### src/rtl/cep_ro_pkg.sv
// Shared definitions for the readout capture path.
// Holds the packer state encoding, the per-sample slot width inside a packed
// 32-bit word, and the layout of one FIFO entry (data word plus framing tags).
package cep_ro_pkg;

  localparam int PACK_SLOT_W = 16;

  typedef enum logic [1:0] {
    RP_IDLE    = 2'd0,
    RP_CAPTURE = 2'd1,
    RP_DRAIN   = 2'd2
  } rp_state_e;

  // One buffered word: 32-bit payload, start-of-line and end-of-frame tags.
  typedef struct packed {
    logic [31:0] data;
    logic        sol;
    logic        eof;
  } rp_word_t;

endpackage

### src/rtl/adc_row_packer_if.sv
// Output stream of the row packer toward the host-transfer path.
//   dout       : packed word (even sample [15:0], odd sample [31:16])
//   dout_valid : head word valid
//   dout_ready : consumer accepts the head word
//   dout_sol   : head word is the first word of a row
//   dout_eof   : head word is the last word of the frame
// master = packer side, slave = consumer side.
interface adc_row_packer_if;
  logic [31:0] dout;
  logic        dout_valid;
  logic        dout_ready;
  logic        dout_sol;
  logic        dout_eof;

  modport master (output dout, dout_valid, dout_sol, dout_eof, input dout_ready);
  modport slave  (input dout, dout_valid, dout_sol, dout_eof, output dout_ready);
endinterface

### src/rtl/ro_sync_fifo.sv
// Single-clock first-word fall-through FIFO.
//   clk, rst_n : clock and synchronous active-low reset (clears contents)
//   wr_en/wr_data : push request; accepted when not full, or when a pop
//                   happens on the same edge
//   rd_en      : pop the head entry (ignored while empty)
//   rd_data    : head entry, forced to 0 while empty
//   full/empty : occupancy flags
module ro_sync_fifo #(
  parameter int W     = 34,
  parameter int DEPTH = 8
) (
  input  logic         clk,
  input  logic         rst_n,
  input  logic         wr_en,
  input  logic [W-1:0] wr_data,
  input  logic         rd_en,
  output logic [W-1:0] rd_data,
  output logic         full,
  output logic         empty
);

  localparam int AW = $clog2(DEPTH);
  localparam logic [AW:0] DEPTH_C = (AW+1)'(DEPTH);

  logic [W-1:0]  mem_q [DEPTH];
  logic [W-1:0]  mem_d [DEPTH];
  logic [AW-1:0] wr_ptr_q, wr_ptr_d;
  logic [AW-1:0] rd_ptr_q, rd_ptr_d;
  logic [AW:0]   count_q, count_d;
  logic          do_wr, do_rd;

  assign empty = (count_q == '0);
  assign full  = (count_q == DEPTH_C);

  assign do_rd = rd_en && !empty;
  // A pop on the same edge frees the slot, so a push into a full FIFO still lands.
  assign do_wr = wr_en && (!full || do_rd);

  assign rd_data = empty ? '0 : mem_q[rd_ptr_q];

  always_comb begin
    mem_d    = mem_q;
    wr_ptr_d = wr_ptr_q;
    rd_ptr_d = rd_ptr_q;
    count_d  = count_q;
    if (do_wr) begin
      mem_d[wr_ptr_q] = wr_data;
      wr_ptr_d        = wr_ptr_q + AW'(1);
    end
    if (do_rd) rd_ptr_d = rd_ptr_q + AW'(1);
    case ({do_wr, do_rd})
      2'b10:   count_d = count_q + (AW+1)'(1);
      2'b01:   count_d = count_q - (AW+1)'(1);
      default: count_d = count_q;
    endcase
  end

  always_ff @(posedge clk) begin
    if (!rst_n) begin
      for (int i = 0; i < DEPTH; i++) mem_q[i] <= '0;
      wr_ptr_q <= '0;
      rd_ptr_q <= '0;
      count_q  <= '0;
    end else begin
      mem_q    <= mem_d;
      wr_ptr_q <= wr_ptr_d;
      rd_ptr_q <= rd_ptr_d;
      count_q  <= count_d;
    end
  end

endmodule

### src/rtl/adc_row_packer.sv
// ADC row packer: packs ADC samples in pairs into 32-bit words with row (sol)
// and frame (eof) tags and buffers them in a FWFT FIFO. ADC data cannot be
// stalled, so a push into a full FIFO drops the word and sets a sticky flag.
// Ports:
//   CLK, rst_n        : ADC output clock, synchronous active-low reset
//   arm               : pulse, starts one frame capture (ignored while busy)
//   NUM_SAMP, NUM_ROW : samples per row / rows per frame, latched on arm
//   adc_dat_valid/adc_dat : latency-aligned sample strobe and data
//   out_if            : output word stream (dout, valid/ready, sol, eof)
//   busy              : capturing or draining
//   frame_done        : one-cycle pulse once the frame is fully drained
//   overflow          : sticky, at least one word was dropped this frame
module adc_row_packer
  import cep_ro_pkg::*;
#(
  parameter int ADC_W      = 14,
  parameter int FIFO_DEPTH = 8
) (
  input  logic                     CLK,
  input  logic                     rst_n,
  input  logic                     arm,
  input  logic [31:0]              NUM_SAMP,
  input  logic [31:0]              NUM_ROW,
  input  logic                     adc_dat_valid,
  input  logic [ADC_W-1:0]         adc_dat,
  adc_row_packer_if.master         out_if,
  output logic                     busy,
  output logic                     frame_done,
  output logic                     overflow
);

  rp_state_e              state_q, state_d;
  logic [31:0]            nsamp_q, nsamp_d;
  logic [31:0]            nrow_q, nrow_d;
  logic [31:0]            samp_cnt_q, samp_cnt_d;
  logic [31:0]            row_cnt_q, row_cnt_d;
  logic                   half_q, half_d;
  logic [PACK_SLOT_W-1:0] low_q, low_d;
  logic                   overflow_q, overflow_d;
  logic                   frame_done_q, frame_done_d;

  logic                   push;
  rp_word_t               push_word;
  rp_word_t               head;
  logic                   pop;
  logic                   fifo_full, fifo_empty;
  logic                   last_samp;
  logic [PACK_SLOT_W-1:0] samp16;

  assign samp16    = PACK_SLOT_W'(adc_dat);
  assign last_samp = (samp_cnt_q == nsamp_q - 32'd1);
  assign pop       = out_if.dout_valid && out_if.dout_ready;

  always_comb begin
    state_d      = state_q;
    nsamp_d      = nsamp_q;
    nrow_d       = nrow_q;
    samp_cnt_d   = samp_cnt_q;
    row_cnt_d    = row_cnt_q;
    half_d       = half_q;
    low_d        = low_q;
    overflow_d   = overflow_q;
    frame_done_d = 1'b0;
    push         = 1'b0;
    push_word    = '0;

    case (state_q)
      RP_IDLE: begin
        if (arm) begin
          nsamp_d    = NUM_SAMP;
          nrow_d     = NUM_ROW;
          samp_cnt_d = '0;
          row_cnt_d  = '0;
          half_d     = 1'b0;
          overflow_d = 1'b0;
          // An empty frame completes immediately without ever going busy.
          if (NUM_SAMP == '0 || NUM_ROW == '0) frame_done_d = 1'b1;
          else                                 state_d      = RP_CAPTURE;
        end
      end

      RP_CAPTURE: begin
        if (adc_dat_valid) begin
          if (last_samp || half_q) begin
            push           = 1'b1;
            push_word.data = half_q ? {samp16, low_q} : {{PACK_SLOT_W{1'b0}}, samp16};
            // The first word of a row always holds sample 0 or 1.
            push_word.sol  = (samp_cnt_q[31:1] == '0);
          end
          if (last_samp) begin
            samp_cnt_d = '0;
            half_d     = 1'b0;
            if (row_cnt_q == nrow_q - 32'd1) begin
              push_word.eof = 1'b1;
              state_d       = RP_DRAIN;
            end else begin
              row_cnt_d = row_cnt_q + 32'd1;
            end
          end else begin
            samp_cnt_d = samp_cnt_q + 32'd1;
            half_d     = ~half_q;
            if (!half_q) low_d = samp16;
          end
        end
      end

      RP_DRAIN: begin
        if (fifo_empty) begin
          state_d      = RP_IDLE;
          frame_done_d = 1'b1;
        end
      end

      default: state_d = RP_IDLE;
    endcase

    // A same-edge pop makes room, so only a truly blocked push is a loss.
    if (push && fifo_full && !pop) overflow_d = 1'b1;
  end

  always_ff @(posedge CLK) begin
    if (!rst_n) begin
      state_q      <= RP_IDLE;
      nsamp_q      <= '0;
      nrow_q       <= '0;
      samp_cnt_q   <= '0;
      row_cnt_q    <= '0;
      half_q       <= 1'b0;
      low_q        <= '0;
      overflow_q   <= 1'b0;
      frame_done_q <= 1'b0;
    end else begin
      state_q      <= state_d;
      nsamp_q      <= nsamp_d;
      nrow_q       <= nrow_d;
      samp_cnt_q   <= samp_cnt_d;
      row_cnt_q    <= row_cnt_d;
      half_q       <= half_d;
      low_q        <= low_d;
      overflow_q   <= overflow_d;
      frame_done_q <= frame_done_d;
    end
  end

  ro_sync_fifo #(
    .W     ($bits(rp_word_t)),
    .DEPTH (FIFO_DEPTH)
  ) u_fifo (
    .clk     (CLK),
    .rst_n   (rst_n),
    .wr_en   (push),
    .wr_data (push_word),
    .rd_en   (pop),
    .rd_data (head),
    .full    (fifo_full),
    .empty   (fifo_empty)
  );

  assign out_if.dout       = head.data;
  assign out_if.dout_sol   = head.sol;
  assign out_if.dout_eof   = head.eof;
  assign out_if.dout_valid = !fifo_empty;

  assign busy       = (state_q != RP_IDLE);
  assign frame_done = frame_done_q;
  assign overflow   = overflow_q;

endmodule

### src/flat_wrapper.sv
// flat-port wrapper written by rule: the top's interface ports become plain ports
module adc_row_packer_flat import cep_ro_pkg::*;
#(
  parameter int ADC_W      = 14,
  parameter int FIFO_DEPTH = 8
)
  (CLK, rst_n, arm, NUM_SAMP, NUM_ROW, adc_dat_valid, adc_dat, busy, frame_done, overflow, out_if_dout, out_if_dout_valid, out_if_dout_sol, out_if_dout_eof, out_if_dout_ready);
  adc_row_packer_if out_if_i ();
  input  logic CLK;
  input  logic rst_n;
  input  logic arm;
  input  logic [31:0] NUM_SAMP;
  input  logic [31:0] NUM_ROW;
  input  logic adc_dat_valid;
  input  logic [ADC_W-1:0] adc_dat;
  output logic busy;
  output logic frame_done;
  output logic overflow;
  output wire logic [$bits(out_if_i.dout)-1:0] out_if_dout;
  output wire logic [$bits(out_if_i.dout_valid)-1:0] out_if_dout_valid;
  output wire logic [$bits(out_if_i.dout_sol)-1:0] out_if_dout_sol;
  output wire logic [$bits(out_if_i.dout_eof)-1:0] out_if_dout_eof;
  input wire logic [$bits(out_if_i.dout_ready)-1:0] out_if_dout_ready;
  assign out_if_dout = out_if_i.dout;
  assign out_if_dout_valid = out_if_i.dout_valid;
  assign out_if_dout_sol = out_if_i.dout_sol;
  assign out_if_dout_eof = out_if_i.dout_eof;
  assign out_if_i.dout_ready = out_if_dout_ready;
  adc_row_packer #(.ADC_W(ADC_W), .FIFO_DEPTH(FIFO_DEPTH)) u_core (.CLK(CLK), .rst_n(rst_n), .arm(arm), .NUM_SAMP(NUM_SAMP), .NUM_ROW(NUM_ROW), .adc_dat_valid(adc_dat_valid), .adc_dat(adc_dat), .out_if(out_if_i), .busy(busy), .frame_done(frame_done), .overflow(overflow));
endmodule
### config.mk
export PLATFORM = sky130hd
export DESIGN_NAME = adc_row_packer_flat
export DESIGN_NICKNAME = d
export VERILOG_FILES = /design/src/rtl/cep_ro_pkg.sv /design/src/rtl/adc_row_packer_if.sv /design/src/rtl/ro_sync_fifo.sv /design/src/rtl/adc_row_packer.sv /design/src/flat_wrapper.sv
export SDC_FILE = /design/constraint.sdc
export NUM_CORES = 1
export LEC_CHECK = 0
export ABC_AREA = 1
export CORE_MARGIN = 8
export CORE_UTILIZATION = 55
export CTS_CLUSTER_SIZE = 8
export DETAILED_ROUTE_END_ITERATION = 7
export GPL_ROUTABILITY_DRIVEN = 1
export PLACE_DENSITY = 0.74
export SLEW_MARGIN = 40
export SYNTH_ARGS = -nofsm -noshare
export SYNTH_HDL_FRONTEND = slang
export SYNTH_SLANG_ARGS = --single-unit
### constraint.sdc
create_clock -name CLK -period 3.3 [get_ports CLK]
set_input_delay 0.66 -clock CLK [delete_from_list [all_inputs] [get_ports CLK]]
set_output_delay 0.66 -clock CLK [all_outputs]
set_load 0.02 [all_outputs]
=== After elaboration in Yosys (flattened, before gate mapping) ===
Cells that the tools add are included.

* Mux-type cells: 42
* Bitwise logic cells: 4
* Order comparisons: 3
* Add/subtract/negate cells: 8
* Reduce and logical (&&, ||, !) cells: 28
* Equal/unequal tests: 14

{| class="wikitable"
|+ Operator list
! cell !! number
|-
| $bwmux W272 || 1
|-
| $mux W34 || 6
|-
| $mux W32 || 6
|-
| $pmux W32 S2 || 2
|-
| $bmux W34 S3 || 1
|-
| $demux W34 S3 || 1
|-
| $add A32 B1 Y32 const B || 2
|-
| $eq A32 B32 Y1 || 2
|-
| $logic_not A32 Y1 || 2
|-
| $sub A32 B1 Y32 const B || 2
|-
| $mux W33 || 1
|-
| $logic_not A31 Y1 || 1
|-
| $mux W30 || 1
|-
| $mux W1 || 13
|-
| $mux W2 || 6
|-
| $reduce_bool A2 Y1 || 5
|-
| $ge A4 B4 Y1 const B || 2
|-
| $ne A2 B2 Y1 const B || 4
|-
| $not A3 Y4 || 2
|-
| $pmux W4 S2 || 1
|-
| $add A3 B1 Y3 const B || 2
|-
| $logic_and A1 B1 Y1 || 6
|-
| $ne A2 B1 Y1 const B || 3
|-
| $pmux W2 S3 || 1
|-
| other kinds (17) || 26
|}

* Bits in registers: 429

=== Depth between registers and ports, before layout ===
Gate-level depths: netlist (run 1).

* Depth in word-level cells: 10
* Gate-level depth with buffers: 25

=== Modules after synthesis ===
A second synthesis (run 1) with hierarchy kept.

* Cell total of the unflattened synthesis: 3349
* Area total of the unflattened synthesis: 22661.7 sq um

{| class="wikitable"
|+ Modules (own cells, without submodules)
! module !! times used !! cells an instance !! seq. area each (sq um) !! area each (sq um)
|-
| ro_sync_fifo || 1 || 1714 || 5645.4 || 12550.8
|-
| adc_row_packer || 1 || 1635 || 2942.8 || 10110.9
|}

=== Least setup slack after synthesis (run 1) ===
Ideal clock, no wire load.

* Path type: register -> register
* Start: register u_core.nsamp_q[0]
* End: register u_core.u_fifo.count_q[2]
* Slack: 0.364 ns
* Arrival time: 2.818 ns
* Stages on the path, launching flop included: 22
* Cell sequence: dfxtp_1 inv_2 ha_1 nand3_2 nor2_1 nand2_1 xor2_1 nand2_1 nor2_1 nand2_1 nor2_2 nand3_4 nand2_8 nand3_4 ha_1 nor2_1 nor2_1 ha_1 a21oi_1 nor2_1 o221ai_1 inv_1

* Cells in the longest elaborated chain, start to end: 9
* Elaborated cells on any way between the ends: 11
* Classes of those cells: add/sub (1); eq/ne (3); mux (4); reduce/logical (3)

{| class="wikitable"
|+ RTL lines
! what !! RTL line !! RTL
|-
| start, declared || adc_row_packer.sv:33 || <nowiki>logic [31:0] nsamp_q, nsamp_d;</nowiki>
|-
| start signal, assigned || adc_row_packer.sv:134 || <nowiki>nsamp_q <= nsamp_d;</nowiki>
|-
| $sub A32 B1 Y32 (*) || adc_row_packer.sv:51 || <nowiki>assign last_samp = (samp_cnt_q == nsamp_q - 32'd1);</nowiki>
|-
| $eq A32 B32 Y1 (*) || adc_row_packer.sv:51 ||
|-
| $logic_or A1 B1 Y1 (*) || adc_row_packer.sv:84 || <nowiki>if (last_samp || half_q) begin</nowiki>
|-
| $mux W1 (*) || adc_row_packer.sv:84 ||
|-
| $mux W1 (*) || adc_row_packer.sv:83 || <nowiki>if (adc_dat_valid) begin</nowiki>
|-
| $mux W1 (*) || adc_row_packer.sv:67 || <nowiki>case (state_q)</nowiki>
|-
| $logic_and A1 B1 Y1 (*) || ro_sync_fifo.sv:37 || <nowiki>assign do_wr = wr_en && (!full || do_rd);</nowiki>
|-
| $eq A2 B1 Y1 or $eq A2 B2 Y1 (tied branches) || ro_sync_fifo.sv:51 || <nowiki>case ({do_wr, do_rd})</nowiki>
|-
| $pmux W4 S2 or $reduce_bool A2 Y1 (tied branches) || n/a ||
|-
| end signal, assigned || ro_sync_fifo.sv:68 || <nowiki>count_q <= count_d;</nowiki>
|-
| end, declared || ro_sync_fifo.sv:29 || <nowiki>logic [AW:0] count_q, count_d;</nowiki>
|}

Every way passes the cells marked *; elsewhere a longest branch is shown, timed or not.
A chain may end at the register's enable or synchronous reset.

=== Worst setup path in the final report (run 1) ===
* Start: register u_core.u_fifo.rd_ptr_q[0]
* End: output port out_if_dout[6]

* Cells in the longest elaborated chain, start to end: 5

{| class="wikitable"
|+ RTL lines
! what !! RTL line !! RTL
|-
| start, declared || ro_sync_fifo.sv:28 || <nowiki>logic [AW-1:0] rd_ptr_q, rd_ptr_d;</nowiki>
|-
| start signal, assigned || ro_sync_fifo.sv:67 || <nowiki>rd_ptr_q <= rd_ptr_d;</nowiki>
|-
| $not A3 Y4 (implied by the code) || ro_sync_fifo.sv:39 || <nowiki>assign rd_data = empty ? '0 : mem_q[rd_ptr_q];</nowiki>
|-
| $bmux W34 S3 || ro_sync_fifo.sv:39 ||
|-
| $mux W34 (implied by the code) (2 in series) || ro_sync_fifo.sv:39 ||
|-
| $mux W34 || ro_sync_fifo.sv:39 ||
|-
| end, declared || flat_wrapper.sv:19 || <nowiki>output wire logic [$bits(out_if_i.dout)-1:0] out_if_dout;</nowiki>
|}

Every way passes these cells. The select of a mux whose other input is x is not followed.

==> impl_metrics.yaml, run 1 <==
job:
  maxCapViolCount: 0
power:
  p_leak_uw: 0.01139
  design_power_total_uw: 18300
  ir_worst_vdd_mv: 0.4107
  pwr_density_cell_nw_per_um2: 696.0
hold_path:
  whs_endpoint: "u_core.low_q[8]"
  min_path_type: "register to register"
  holdPathStages: 2
  min_from: "u_core.low_q[8]"
synth:
  synthDistinctLibCells: 48
  async_reset_ff_share_pct: 0
  ys_seq_elements: 397
  syn-mean-instance-area_sq_um: 6.235
  synth_area_sq_um: 22570
  synth_edf_count: 0
  ys_seq_area_share_pct: 35.21
  synth_ff_type: "dfxtp_1"
  yosysWarnings: 0
  synth_cells: 3620
cts:
  h-tree-depth: 2
  clockRootBuffer: "clkbuf_16"
  cts_buffer_depth: 3
  clkLatencyLatePin_ps: 610
  cts_sinks: 397
  numCtsBuffers: 55
  clkTransAtPathRegs_ps: 50
  cts_tree: "done"
placed_design:
  placedCellCount: 4169
  placed_area_sq_um: 24600
  hpwl_mm: 51.03
  portBuffers: 116
  gp_congestion: 0.9298
floorplan:
  fp.coreArea_sq_um: 40650
  pin_count: 121
  die_h_um: 218.6
  dieArea_sq_um: 47780
  start_util_pct: 55.53
  rows: 74
  fp.dieW_um: 218.6
worst_setup_path:
  cp_cell_sequence: "inv_4, buf_4, a21oi_1, o21ai_0, nand3_1, nand2_1, a31oi_1, clkdlybuf4s50_1"
  worst_setup_path_start_kind: "register"
  worstPathArrival_ps: 2540
  r2r-start: "u_core.nsamp_q[3]"
  ff2ff_path_depth: 19
  slowest_delay_ps: 640
  critPathMaxFanout: 18
  reg2reg_slack_ps: 140
  required_ps: 2640
  cp_slowest_cell: "clkdlybuf4s50_1"
  worstSetupEndpointType: "output port"
  r2r_end: "u_core.u_fifo.count_q[2]"
  path_class: "register to output port"
sta:
  min_period_ps: 3196
  hold_ws_ps: 446.0
  slew_headroom_pct: 53.01
  tightest_slew_ps: 697.4
  setup_violations: 0
  maxSlewViolCount: 0
  max_freq_mhz: 312.9
  period_share_pct: 96.84
  finalHoldViolCount: 0
  skew_ps: 18.04
  rsz0062_at_grt: "true"
status:
  status: "completed"
detailed_routing:
  drc: 0
  wl_mm: 74.03
  vias: 23674
  avgViaCountPerCell: 5.589
  wl_per_cell_um: 17.48
  ant_nets: 0
  first_iter_violations: 2553
  firstDrtPassIters: 6
global_routing:
  antenna_found_initial: 0
  grt_usage_pct: 30.17
  overflow: 0
  grt_pass1_vias: 22284
  grt_pass1_wl_mm: 118.0
  grt_max_degree: 126
layout:
  finalNonFillerCells: 4236
  utilization_pct: 64.67
  fin_nets: 3792
  diodes: 0
  area_growth_syn_to_layout_pct: 16.47
  layout-drive-gt1-share_pct: 6.911
  final_cell_area_sq_um: 26290
## placed cells by master (no fill, tap or decap), types with 6 or more instances in the layout
cell             instances
a21oi_1                269
a31oi_1                 29
buf_12                  19
buf_4                   84
clkbuf_16               55
clkdlybuf4s50_1         95
dfxtp_1                395
dlymetal6s2s_1          18
ha_1                     8
inv_1                  406
inv_2                   10
nand2_1                783
nand2_2                  6
nand3_1                217
nand3b_1                12
nand4_1                 54
nor2_1                 625
nor2_2                  31
nor2_4                  10
nor3_1                  49
nor4_1                  36
o211ai_1                16
o21ai_0                276
xnor2_1                 36
xor2_1                  85
## metrics by stage
stage | setup TNS, ps | worst slack (ps)
after global placement | 0 | 160.6
after floorplan | 0 | 364.4
after CTS | 0 | 2.161
after global routing | -125.8 | -97.08
final | 0 | 104.3
after detailed placement | 0 | 12.97
## flip-flops by register name, summed over array words and instances (netlist names)
signal	flops
u_core.nrow_q	32
u_core.u_fifo.wr_ptr_q	3
u_core.overflow	1
u_core.low_q	14
u_core.samp_cnt_q	32
u_core.half_q	1
u_core.frame_done	1
u_core.state_q	2
u_core.u_fifo.count_q	4
u_core.u_fifo.mem_q	240
u_core.u_fifo.rd_ptr_q	3
u_core.nsamp_q	32
u_core.row_cnt_q	32
## kinds of logic (layout without fill, tap and decap cells)
kind of cell               after synthesis  after routing  share of synthesized area [%]
AOI/OAI and AO/OA                      614            614                          14.17
xor gates and xnor gates               123            123                          4.839
adders and majority gates                9              9                         0.4989
buffers and inverters                  628            708                          10.80
DFF                                    397            397                          35.21
other                                    1              4                        0.01661
and+or+nand+nor                       1848           1849                          34.46
## layout make-up
class	instances	area (sq um)
clock buffer	58	1398
tap	532	665.6
sequential	397	7953
timing repair buffer	223	2277
fill	3750	14360
multi-input combinational	2599	12350
inverter	424	1600
clock inverter	3	48.80
## routing by layer
metal,routed length [um],track usage (%)
met4,1772,8.710
met3,6524,5.198
met5,0,0
met2,33050,47.78
met1,32680,41.66
## repair_timing
item | in CTS | in global routing
gates cloned | 0 | 1
hold endpoints to repair | 0 | 0
hold buffers | 0 | 0
setup buffers | 0 | 5
resized for setup | 6 | 55
setup endpoints to repair | 12 | 265
pin swaps | 0 | 4
## how the worst max path moves through the flow
stage                              startpoint                       end  cells after the start
global placement            u_core.nsamp_q[1]  u_core.u_fifo.count_q[2]                     21
detailed placement          u_core.nsamp_q[1]  u_core.u_fifo.count_q[3]                     22
CTS                 u_core.u_fifo.rd_ptr_q[1]            out_if_dout[1]                      8
floorplan                   u_core.nsamp_q[0]  u_core.u_fifo.count_q[2]                     21
finish              u_core.u_fifo.rd_ptr_q[0]            out_if_dout[6]                      8
global route               u_core.nsamp_q[14]  u_core.u_fifo.count_q[2]                     23
## worst max-delay path, delay by kind of cell (launching register included)
family,cells,cell delay (ps)
flops,1,400
buf+inv,3,970
simple gates,2,150
compound gates,3,410
## synth_stat cells, types with 3 or more instances
| cell type | n | area share (%) |
|---|---|---|
| ha_1 | 9 | 0.50 |
| or2_2 | 5 | 0.14 |
| a31oi_1 | 30 | 0.83 |
| a21oi_1 | 271 | 6.0 |
| o21ai_1 | 3 | 0.067 |
| xor2_1 | 86 | 3.3 |
| nor2_1 | 642 | 11 |
| nand4_2 | 5 | 0.28 |
| nor3_1 | 49 | 1.1 |
| buf_2 | 22 | 0.49 |
| nand2_1 | 788 | 13 |
| nor3b_1 | 5 | 0.17 |
| dfxtp_1 | 397 | 35 |
| nand3b_1 | 12 | 0.40 |
| nand4_1 | 54 | 1.5 |
| nor2_4 | 5 | 0.25 |
| o211ai_1 | 16 | 0.53 |
| nand3_2 | 3 | 0.13 |
| inv_2 | 8 | 0.13 |
| nor4_1 | 36 | 1.0 |
| nand3_1 | 218 | 4.8 |
| clkinv_1 | 5 | 0.083 |
| inv_1 | 411 | 6.8 |
| buf_1 | 13 | 0.22 |
| xnor2_1 | 36 | 1.4 |
| o22ai_1 | 3 | 0.083 |
| clkbuf_1 | 158 | 2.6 |
| o21bai_1 | 4 | 0.13 |
| o21ai_0 | 277 | 6.1 |
| nor2_2 | 18 | 0.50 |
| buf_6 | 3 | 0.15 |
| buf_4 | 8 | 0.27 |
## where the power goes
part | switching [uW] | internal [uW] | leakage [uW]
clock network | 2080 | 2950 | 0.000711
logic | 5040 | 2580 | 0.00746
registers | 475 | 5170 | 0.00322
No activity file was read; power rests on OpenSTA's default activity.
==> run 2, diff against run 1 <==
CORE_ASPECT_RATIO = 2   (was not set)
PLACE_DENSITY = 0.76   (was 0.74)
clock period = 3 ns   (was 3.3 ns; I/O delays follow)
==> impl_metrics.yaml, run 2 (synthesis results as in run 1) <==
job:
  maxCapViolCount: 0
sta:
  maxSlewViolCount: 0
  setup_violations: 0
  tightest_slew_ps: 794.7
  fin_ws_ps: 22.70
  finalHoldViolCount: 0
  rsz0062_at_grt: "true"
  min_period_ps: 2977
  max_freq_mhz: 335.9
  period_share_pct: 99.24
  skew_ps: 27.27
  slew_headroom_pct: 46.82
floorplan:
  dieArea_sq_um: 48170
  pin_count: 121
  fp.coreArea_sq_um: 40730
  start_util_pct: 55.42
  fp.dieW_um: 159.2
  die_h_um: 302.5
  rows: 105
cts:
  h-tree-depth: 2
  clkTransAtPathRegs_ps: 60
  cts_sinks: 397
  cts_buffer_depth: 3
  numCtsBuffers: 55
  cts_tree: "done"
  hold_buffers: 0
  clkLatencyLatePin_ps: 610
  clockRootBuffer: "clkbuf_16"
layout:
  final_cell_area_sq_um: 27330
  fin_nets: 3894
  largest_reg_flops: 240
  utilization_pct: 67.12
  area_growth_syn_to_layout_pct: 21.10
  final_cell_mix: "nand2_1 (775), nor2_1 (622), inv_1 (403)"
  diodes: 0
  layout-drive-gt1-share_pct: 10.41
  top_register: "u_core.u_fifo.mem_q"
  mostFrequentLayoutCell: "nand2_1"
worst_setup_path:
  cp_cell_sequence: "buf_4, nor2_4, nand2_2, nor2_4, buf_4, xnor2_1, nand2_1, nor2_1, nand2_1, nor2_2, nand3_4, nand2_8, nand3_4, ha_4, nor2_2, nor2_4, ha_1, a21oi_1, nor2_1, o221ai_1, inv_1"
  slowest_delay_ps: 350
  cp_slowest_cell: "dfxtp_1"
  crit_top_cell: "nor2_4"
  worstSetupEndpointType: "register"
  reg2reg_slack_ps: 20
  crit_buf_inv: 3
  path_delay_family: "simple AND/OR/NAND/NOR gates"
  path_class: "register to register"
  required_ps: 3490
  worst_setup_path_start_kind: "register"
  critPathMaxFanout: 5
  worstPathArrival_ps: 3470
power:
  ir_worst_vdd_mv: 0.5165
  p_leak_uw: 0.01174
  pwr_density_cell_nw_per_um2: 758.0
detailed_routing:
  first_iter_violations: 2051
  vias: 24063
  drc: 0
  wl_per_cell_um: 17.21
  avgViaCountPerCell: 5.544
  wl_mm: 74.68
  ant_nets: 0
  firstDrtPassIters: 5
placed_design:
  gp_congestion: 0.9336
  pre_cts_ws_ps: -160.6
  placed_area_sq_um: 25310
  hpwl_mm: 49.63
  portBuffers: 116
global_routing:
  grt_pass1_wl_mm: 117.3
  grt_max_degree: 163
  overflow: 0
  antenna_found_initial: 1
  grt_pass1_vias: 22764
  grt_usage_pct: 29.52
status:
  status: "completed"
hold_path:
  min_path_type: "register to register"
run 2: metal layers:
layer	GRT usage (%)	vias to the layer above	wire, um
li1	-	11844	-
met1	35.82	11044	29990
met2	51.01	933	35720
met3	3.206	240	4929
met4	15.32	2	4030
met5	0	-	13
run 2: cell type report:
| cell class | instances | area [sq um] |
|---|---|---|
| clock inverters | 4 | 73.82 |
| inverters | 424 | 1608 |
| fillers | 3668 | 13390 |
| multi-input cells | 2599 | 12510 |
| repair buffers | 324 | 3127 |
| repair inverters | 1 | 5.005 |
| well taps | 535 | 669.4 |
| flip-flops and latches | 397 | 7958 |
| clock buffers | 56 | 1380 |
run 2: power breakdown:
group          switching (uW)  internal (uW)
clock                    2320           3220
sequential                546           5690
combinational            5630           3310
total                    8490          12200
run 2: through the flow:
stage,total power [uW],cells,TNS [ps],hold WS [ps]
after global placement,14700,4260,-173.2,433.2
after CTS,20370,4321,0,445.7
final,20720,4340,0,449.4
after detailed placement,14760,4260,-336.2,438.0
after global routing,21980,4340,-12520,470.2
after floorplan,11560,3623,0,423.7
run 2: timing repair:
item                       in CTS  in global routing
pin swaps                       3                 27
gates resized for setup        59                109
gates cloned                    1                  9
buffers inserted                0                 10
hold endpoints to repair        0                  0
setup endpoints to repair      45                261
run 2: worst reg2reg max path: stages (launching register included):
cell and delay, ps:
dfxtp_1 350, buf_4 170, nor2_4 100, nand2_2 80, nor2_4 200, buf_4 150, xnor2_1 130, nand2_1 70
nor2_1 80, nand2_1 90, nor2_2 160, nand3_4 130, nand2_8 100, nand3_4 70, ha_4 190, nor2_2 130
nor2_4 50, ha_1 180, a21oi_1 160, nor2_1 70, o221ai_1 160, inv_1 50
run 2: worst paths after layout:
path	from	end	cells past startpoint
worst max-delay path	u_core.nsamp_q[5]	u_core.u_fifo.count_q[2]	21
worst max register to register	u_core.nsamp_q[5]	u_core.u_fifo.count_q[2]	21
worst min-delay path	u_core.low_q[8]	u_core.low_q[8]	2
worst min register to register	u_core.low_q[8]	u_core.low_q[8]	2
